### src/rtl/alu_op_executor.sv
// ALU operation executor: valid/ready op intake, registered result and PSR flags.
// Define ALU_OP_EXECUTOR_MUL_EN to include the 16-cycle shift-add multiplier.
module alu_op_executor (
    input  logic        clk,
    input  logic        reset,
    input  logic        op_valid,
    output logic        op_ready,
    input  logic [7:0]  op,
    input  logic [15:0] a,
    input  logic [15:0] b,
    output logic [15:0] result,
    output logic        result_valid,
    input  logic        result_ready,
    output logic [4:0]  flags,
    output logic        illegal_op
);
    localparam int FC = 4;
    localparam int FL = 3;
    localparam int FF = 2;
    localparam int FZ = 1;
    localparam int FN = 0;

    typedef enum logic [1:0] {
        IDLE = 2'd0,
        DONE = 2'd1
`ifdef ALU_OP_EXECUTOR_MUL_EN
        , MUL = 2'd2
`endif
    } state_t;

    typedef enum logic [3:0] {
        K_ADD, K_ADDU, K_ADDC, K_SUB, K_CMP, K_AND, K_OR,
        K_XOR, K_MOV, K_LSH, K_MUL, K_ILL
    } kind_t;

    state_t      state_reg, state_next;
    kind_t       kind;
    logic [15:0] result_reg, alu_result;
    logic [4:0]  flags_reg, alu_flags;
    logic        illegal_reg, alu_illegal;
    logic [16:0] sum;
    logic [15:0] diff;
    logic [3:0]  rshift;
    logic        op_accept;

`ifdef ALU_OP_EXECUTOR_MUL_EN
    logic [15:0] mul_acc_reg, mul_mcand_reg, mul_mplier_reg;
    logic [4:0]  mul_cnt_reg;
`endif

    // Register forms select by ext; immediate forms ignore ext.
    always_comb begin
        kind = K_ILL;
        case (op[7:4])
            4'b0000: begin
                case (op[3:0])
                    4'b0101: kind = K_ADD;
                    4'b0110: kind = K_ADDU;
                    4'b0111: kind = K_ADDC;
                    4'b1001: kind = K_SUB;
                    4'b1011: kind = K_CMP;
                    4'b0001: kind = K_AND;
                    4'b0010: kind = K_OR;
                    4'b0011: kind = K_XOR;
                    4'b1101: kind = K_MOV;
`ifdef ALU_OP_EXECUTOR_MUL_EN
                    4'b1110: kind = K_MUL;
`endif
                    default: kind = K_ILL;
                endcase
            end
            4'b0101: kind = K_ADD;
            4'b0110: kind = K_ADDU;
            4'b1001: kind = K_SUB;
            4'b1011: kind = K_CMP;
            4'b0001: kind = K_AND;
            4'b0010: kind = K_OR;
            4'b0011: kind = K_XOR;
            4'b1101: kind = K_MOV;
            4'b1000: if (op[3:0] == 4'b0100) kind = K_LSH;
            default: kind = K_ILL;
        endcase
    end

    always_comb begin
        sum         = {1'b0, b} + {1'b0, a} + {16'd0, (kind == K_ADDC) && flags_reg[FC]};
        diff        = b - a;
        rshift      = 4'd0 - a[3:0];
        alu_result  = '0;
        alu_flags   = flags_reg;
        alu_illegal = 1'b0;
        case (kind)
            K_ADD, K_ADDC: begin
                alu_result    = sum[15:0];
                alu_flags[FC] = sum[16];
                alu_flags[FF] = (a[15] == b[15]) && (sum[15] != b[15]);
            end
            K_ADDU: alu_result = sum[15:0];
            K_SUB: begin
                alu_result    = diff;
                alu_flags[FC] = a > b;
                alu_flags[FF] = (a[15] != b[15]) && (diff[15] != b[15]);
            end
            K_CMP: begin
                alu_result    = b;
                alu_flags[FZ] = a == b;
                alu_flags[FL] = b < a;
                alu_flags[FN] = $signed(b) < $signed(a);
            end
            K_AND: alu_result = a & b;
            K_OR:  alu_result = a | b;
            K_XOR: alu_result = a ^ b;
            K_MOV: alu_result = a;
            // Negative shift count means right shift by its magnitude.
            K_LSH: alu_result = a[15] ? (b >> rshift) : (b << a[3:0]);
`ifdef ALU_OP_EXECUTOR_MUL_EN
            K_MUL: alu_result = '0;
`endif
            default: alu_illegal = 1'b1;
        endcase
    end

    always_comb begin
        state_next = state_reg;
        op_ready   = 1'b0;
        case (state_reg)
            IDLE: begin
                op_ready = !reset;
                if (op_valid) begin
`ifdef ALU_OP_EXECUTOR_MUL_EN
                    state_next = (kind == K_MUL) ? MUL : DONE;
`else
                    state_next = DONE;
`endif
                end
            end
            DONE: if (result_ready) state_next = IDLE;
`ifdef ALU_OP_EXECUTOR_MUL_EN
            MUL: if (mul_cnt_reg == 5'd16) state_next = DONE;
`endif
            default: state_next = IDLE;
        endcase
    end

    assign op_accept = op_valid && op_ready;

    always_ff @(posedge clk or posedge reset) begin
        if (reset) begin
            state_reg   <= IDLE;
            result_reg  <= '0;
            flags_reg   <= '0;
            illegal_reg <= 1'b0;
`ifdef ALU_OP_EXECUTOR_MUL_EN
            mul_acc_reg    <= '0;
            mul_mcand_reg  <= '0;
            mul_mplier_reg <= '0;
            mul_cnt_reg    <= '0;
`endif
        end else begin
            state_reg <= state_next;
            if (op_accept) begin
`ifdef ALU_OP_EXECUTOR_MUL_EN
                if (kind == K_MUL) begin
                    mul_acc_reg    <= '0;
                    mul_mcand_reg  <= a;
                    mul_mplier_reg <= b;
                    mul_cnt_reg    <= '0;
                end else begin
                    result_reg  <= alu_result;
                    flags_reg   <= alu_flags;
                    illegal_reg <= alu_illegal;
                end
`else
                result_reg  <= alu_result;
                flags_reg   <= alu_flags;
                illegal_reg <= alu_illegal;
`endif
            end
`ifdef ALU_OP_EXECUTOR_MUL_EN
            // Sixteen iterations, then one more edge to publish the product.
            if (state_reg == MUL) begin
                if (mul_cnt_reg != 5'd16) begin
                    mul_acc_reg    <= mul_acc_reg + (mul_mplier_reg[0] ? mul_mcand_reg : 16'd0);
                    mul_mcand_reg  <= mul_mcand_reg << 1;
                    mul_mplier_reg <= mul_mplier_reg >> 1;
                    mul_cnt_reg    <= mul_cnt_reg + 5'd1;
                end else begin
                    result_reg  <= mul_acc_reg;
                    illegal_reg <= 1'b0;
                end
            end
`endif
        end
    end

    assign result       = result_reg;
    assign flags        = flags_reg;
    assign illegal_op   = illegal_reg;
    assign result_valid = (state_reg == DONE);

endmodule

### config.mk
export PLATFORM = sky130hd
export DESIGN_NAME = alu_op_executor
export DESIGN_NICKNAME = d
export VERILOG_FILES = /design/src/rtl/alu_op_executor.sv
export SDC_FILE = /design/constraint.sdc
export NUM_CORES = 1
export LEC_CHECK = 0
export ABC_AREA = 1
export CAP_MARGIN = 20
export CELL_PAD_IN_SITES_DETAIL_PLACEMENT = 2
export CELL_PAD_IN_SITES_GLOBAL_PLACEMENT = 2
export CORE_AREA = 2 2 157 159
export CTS_BUF_LIST = sky130_fd_sc_hd__clkbuf_8 sky130_fd_sc_hd__clkbuf_16
export DETAILED_ROUTE_END_ITERATION = 10
export DIE_AREA = 0 0 159 161
export GPL_TIMING_DRIVEN = 1
export PLACE_DENSITY_LB_ADDON = 0.1
export REMOVE_ABC_BUFFERS = 1
export SYNTH_ARGS = -nofsm -noshare
export SYNTH_HDL_FRONTEND = slang
export SYNTH_SLANG_ARGS = --single-unit
export TNS_END_PERCENT = 20
### constraint.sdc
create_clock -name clk -period 1.9 [get_ports clk]
set_input_delay 0.38 -clock clk [delete_from_list [all_inputs] [get_ports clk]]
set_output_delay 0.38 -clock clk [all_outputs]
set_load 0.05 [all_outputs]
# Word-level counts from Yosys, hierarchy flattened
# Memories as Yosys holds them, arrays and structs flattened.
# Index checks and enable logic that the tools add are counted.
[word_totals]
regBits = 24
mem_count = 1
ramBits = 0
word_cells = 71
romBits = 64
latchBits = 0
[classes]
bitwise = 3
mul = 0
addsub = 4
n_reduce_logical = 15
n_shift = 2
div = 0
n_eq_ne = 27
n_lt_le_gt_ge = 3
muxes = 11
[mem_list]
columns = ["name", "words", "width", "read_ports", "rd_clocked_by_memory_dff", "wr", "line", "text"]
rows = [
  ["(no name shown)", 16, 4, 1, 0, 0, "56", "case (op[3:0])"],
]
[ops]
columns = ["operator", "n"]
rows = [
  ["$pmux W16 S8", 1],
  ["$pmux W4 S10", 1],
  ["$lt A16 B16 Y1", 2],
  ["$eq A4 B3 Y1 const B", 7],
  ["$eq A4 B4 Y1 const B", 6],
  ["$add A16 B16 Y17", 1],
  ["$add A17 B1 Y17", 1],
  ["$and A16 B16 Y16", 1],
  ["$eq A16 B16 Y1", 1],
  ["$eq A4 B2 Y1 const B", 4],
  ["$gt A16 B16 Y1", 1],
  ["$mux W16", 1],
  ["$or A16 B16 Y16", 1],
  ["$shl A16 B4 Y16", 1],
  ["$shr A16 B4 Y16", 1],
  ["$sub A16 B16 Y16", 1],
  ["$xor A16 B16 Y16", 1],
  ["$reduce_or A10 Y1", 1],
  ["$eq A4 B1 Y1 const B", 2],
  ["$logic_not A4 Y1", 2],
  ["$mux W2", 3],
  ["$reduce_and A2 Y1", 3],
  ["$logic_and A1 B1 Y1", 4],
  ["$pmux W1 S2", 2],
  ["13 further kinds", 16],
]

# Logic depth before layout (Yosys ltp)
[logic_depth]
depth_word = 9
mapped_depth = 26
mapped_depth_nobuf = 26

# Least setup slack after synthesis
# Ideal clock, no wire load.
[synth_timing]
path_type = "input to register"
from = "input op[0]"
to = "register result_reg[12], in the netlist result[12]"
required_ps = 1782
path_slack_ps = -1118
arrival_ps = 2900
cell_stages = 26
path_cell_list = "inv_1 -> ha_1 -> nand2_1 -> nand2_1 -> nand2_1 -> nand2_1 -> nor2_2 -> nand2_2 -> inv_2 -> nand4_1 -> fa_1 -> inv_1 -> fa_1 -> nand3_1 -> nand2_1 -> nand3_1 -> nand3_1 -> nand2_1 -> nand2_1 -> inv_1 -> nand2_1 -> nand2_1 -> nor2_1 -> nand2_1 -> nand2_1 -> nand2_1"
[synth_between]
elab_chain_len = 7
[synth_rtl]
columns = ["element", "line", "text"]
rows = [
  ["start: declaration", "8", "input logic [7:0] op,"],
  ["branches (longest 2 deep; another with $mem_v2 Z16 W4)", "--", ""],
  ["$pmux W4 S10 *", "54", "case (op[7:4])"],
  ["$eq A4 B2 Y1", "86, 92", ""],
  ["$logic_and A1 B1 Y1", "86", "sum = {1'b0, b} + {1'b0, a} + {16'd0, (kind == K_ADDC) && flags_reg[FC]};"],
  ["$add A17 B1 Y17", "86", ""],
  ["$pmux W16 S8 *", "92", "case (kind)"],
  ["end signal: assignment", "174", "result_reg <= alu_result;"],
  ["end: declaration", "38", "logic [15:0] result_reg, alu_result;"],
]
# Every way passes the cells marked *.
# A chain may end at the register's enable or synchronous reset.

# Final worst setup path
[layout_timing]
from = "input op[0]"
to = "register result_reg[1], in the netlist result[1]"
# Same word-level chain as after synthesis.

==> key figures <==
Status
  – Status: finished with violations
  – Failing checks: negative setup slack

Final layout
  – Number of diodes: 0
  – Nets: 1,603
  – Layout area overhead: 60.4%
  – Final core utilization: 0.409
  – Most frequent cells in the layout: 423 x nand2_1, 302 x buf_4, 166 x nand3_1
  – Max reg flops: 16
  – Commonest non-fill, non-tap cell in the layout: nand2_1
  – Share of post-route cells with drive strength above 1: 0.311

Timing
  – Slew @ Worst Pin: 0.870 ns
  – RSZ-0062 raised after global routing: yes
  – Fin crit share: 1.61
  – Tmin final: 3.06 ns
  – Max Freq: 0.327 GHz
  – Fin. max-slew vios: 0
  – # setup viols final: 21
  – Hold Violations, Final: 0
  – Clock Skews: 0.00324 ns
  – Slew margin rel.: 0.418
  – Hold slack: 0.454 ns
  – Setup ws final: -1.16 ns
  – Final setup TNS: -20.06 ns

Route
  – Initial DRT Pass Iterations: 5
  – DR iter-0 viols: 388
  – # DRC: 0
  – Vias: 9,334
  – DRT antenna net count: 0
  – Routed len/inst: 22.2 um
  – Total routed wirelength: 40,400 um
  – Via/cell ratio: 5.12

Floorplan
  – DIE HEIGHT: 161 um
  – Starting Density: 0.255
  – IO Count: 68
  – Die area: 25,600 um2
  – Core Rows: 57
  – Die width: 159 um
  – Core ar.: 24,000 um2

Setup path
  – Launching point of the worst reg2reg path: flags[4]
  – Most used cell, CP: buf_4
  – Crit path buf inv count: 13
  – Slowest CP cell: nor2_1
  – Critical Path Max Stage Delay: 0.18 ns
  – Arrival @ worst endpoint: 3.21 ns
  – Worst Reg-to-Reg Cells: 17
  – FF-to-FF setup slack: -0.67 ns
  – Kind of critical path: in -> reg
  – Crit path launch type: input port
  – Critical path peak fanout: 4
  – Endpoint class of the critical path: register
  – Crit-path leading delay family: buffers and inverters
  – Req. time, crit path: 2.05 ns
  – Worst r2r dst: result[12]

Global routing
  – Met1 GRT Util: 0.337
  – Pin count of the biggest net entering global routing: 22
  – First-pass GRT wire length: 60,000 um
  – Initial antenna violation count: 0
  – Met2 usage: 0.573
  – Vias in the first global route: 10.5k
  – Overall Global Routing Usage: 0.302
  – Global route overflow: 0
  – Most used routing layer: met2
  – Met3 track demand over resource: 0.0378

Power
  – Leakage power: 5.37 nW
  – Pwr Density: 526 nW/um2
  – Worst vdd ir: 0.290 mV

Placement
  – GP Congestion: 0.924
  – Detail Placement HPWL: 30,600 um
  – # port buffers: 67

Synthesis
  – Post-synth top area share: 0.277
  – Cells after synthesis: 1,175
  – Ys async rst share: 1.00
  – Post-synth EDFFs: 0
  – Post-synthesis sequential element count: 23
  – Synth Flop Type: dfrtp_1
  – Sequential fraction of the synthesis area: 0.0941
  – Ys Warns: 0
  – Yosys top cell by area: nand2_1
  – Mapped cell area: 6110 um2
  – Synth area leaders: nand2_1 28%, nand3_1 15%, ha_1 11%
  – Library cells used by synthesis: 34
  – Avg Cell Area, Syn: 5.20 um2

Clock tree
  – Worst-Skew Late Latency: 0.26 ns
  – Clock-pin slew on the worst setup and hold paths: 0.07 ns
  – CTS Buffer Depth: 2
  – # clock sinks: 23
  – Root buf cell: clkbuf_16
  – CTS tree: built
  – Hold_buf cts: 0
  – Htree depth: 1
  – Inserted Clock Buffers: 3

Job
  – Max Cap Viol: 0

Worst hold path
  – Worst min-delay path class: in -> async
kinds of logic (layout without fill, tap and decap cells):
group                      Yosys count  after routing  synth area share
AOI/OAI and AO/OA                  100            100            0.0837
xor gates and xnor gates             9              9            0.0129
adders and majority gates           59             59             0.124
buffers and inverters              189            513             0.125
DFF                                 23             23            0.0941
and+or+nand+nor                    795            795             0.559
how the worst max path moves through the flow:
stage | to | start | slack, ns | cells after the start
6_report | result[1] | op[0] | -1.16 | 25
5_1_grt | result[12] | op[0] | -1.29 | 27
4_1_cts | result[4] | op[0] | -0.95 | 24
3_5_place_dp | result[12] | op[0] | -1.88 | 25
3_3_place_gp | result[12] | op[0] | -1.65 | 25
2_1_floorplan | result[12] | op[0] | -1.12 | 26
cells in the mapped netlist, types with 14 or more instances:
master,instances
o21ai_0,46
o21ai_1,14
a21oi_1,34
dfrtp_1,23
ha_1,56
clkbuf_1,20
nand3_1,181
nand4_1,22
inv_1,131
nand2_1,452
nor2_1,106
buf_2,16
metal layers:
layer,share of wire,wire [um],vias up
met5,0,0,-
li1,-,-,4365
met3,0.033,1350,106
met2,0.52,20800,231
met1,0.40,16000,4632
met4,0.054,2190,0
what timing repair did:
item / in CTS / in global routing
hold endpoints to repair: 0 / 0
buffers inserted: 27 / 4
setup endpoints to repair: 22 / 22
pin swaps: 44 / 38
gates resized for setup: 120 / 66
report_power, final:
part	switching, mW	total [mW]	internal, mW
logic	2.45	3.94	1.49
registers	0.117	0.749	0.632
clock network	0.196	0.478	0.282
total	2.76	5.16	2.40
final cells by class:
class	count	area, um2
fillers	3067	14200
multi-input cells	963	5220
repair buffers	366	2980
flip-flops and latches	23	576
inverters	143	549
well taps	324	405
clock buffers	3	75.1
clock inverters	1	3.75
worst min-delay path, delay by kind of cell:
family | cells | cell delay, ns
buf+inv | 3 | 0.69
stage by stage:
stage                     total power, mW  instance area (um2)  setup WS (ns)  instances
after floorplan                      2.51                 5880          -1.12       1129
after global placement               4.21                 9020          -1.65       1789
after detailed placement             4.33                 9020          -1.88       1789
after CTS                            4.99                 9550         -0.950       1820
after global routing                 5.47                 9810          -1.29       1823
final                                5.16                 9810          -1.16       1823
No activity file was read; power rests on OpenSTA's default activity.
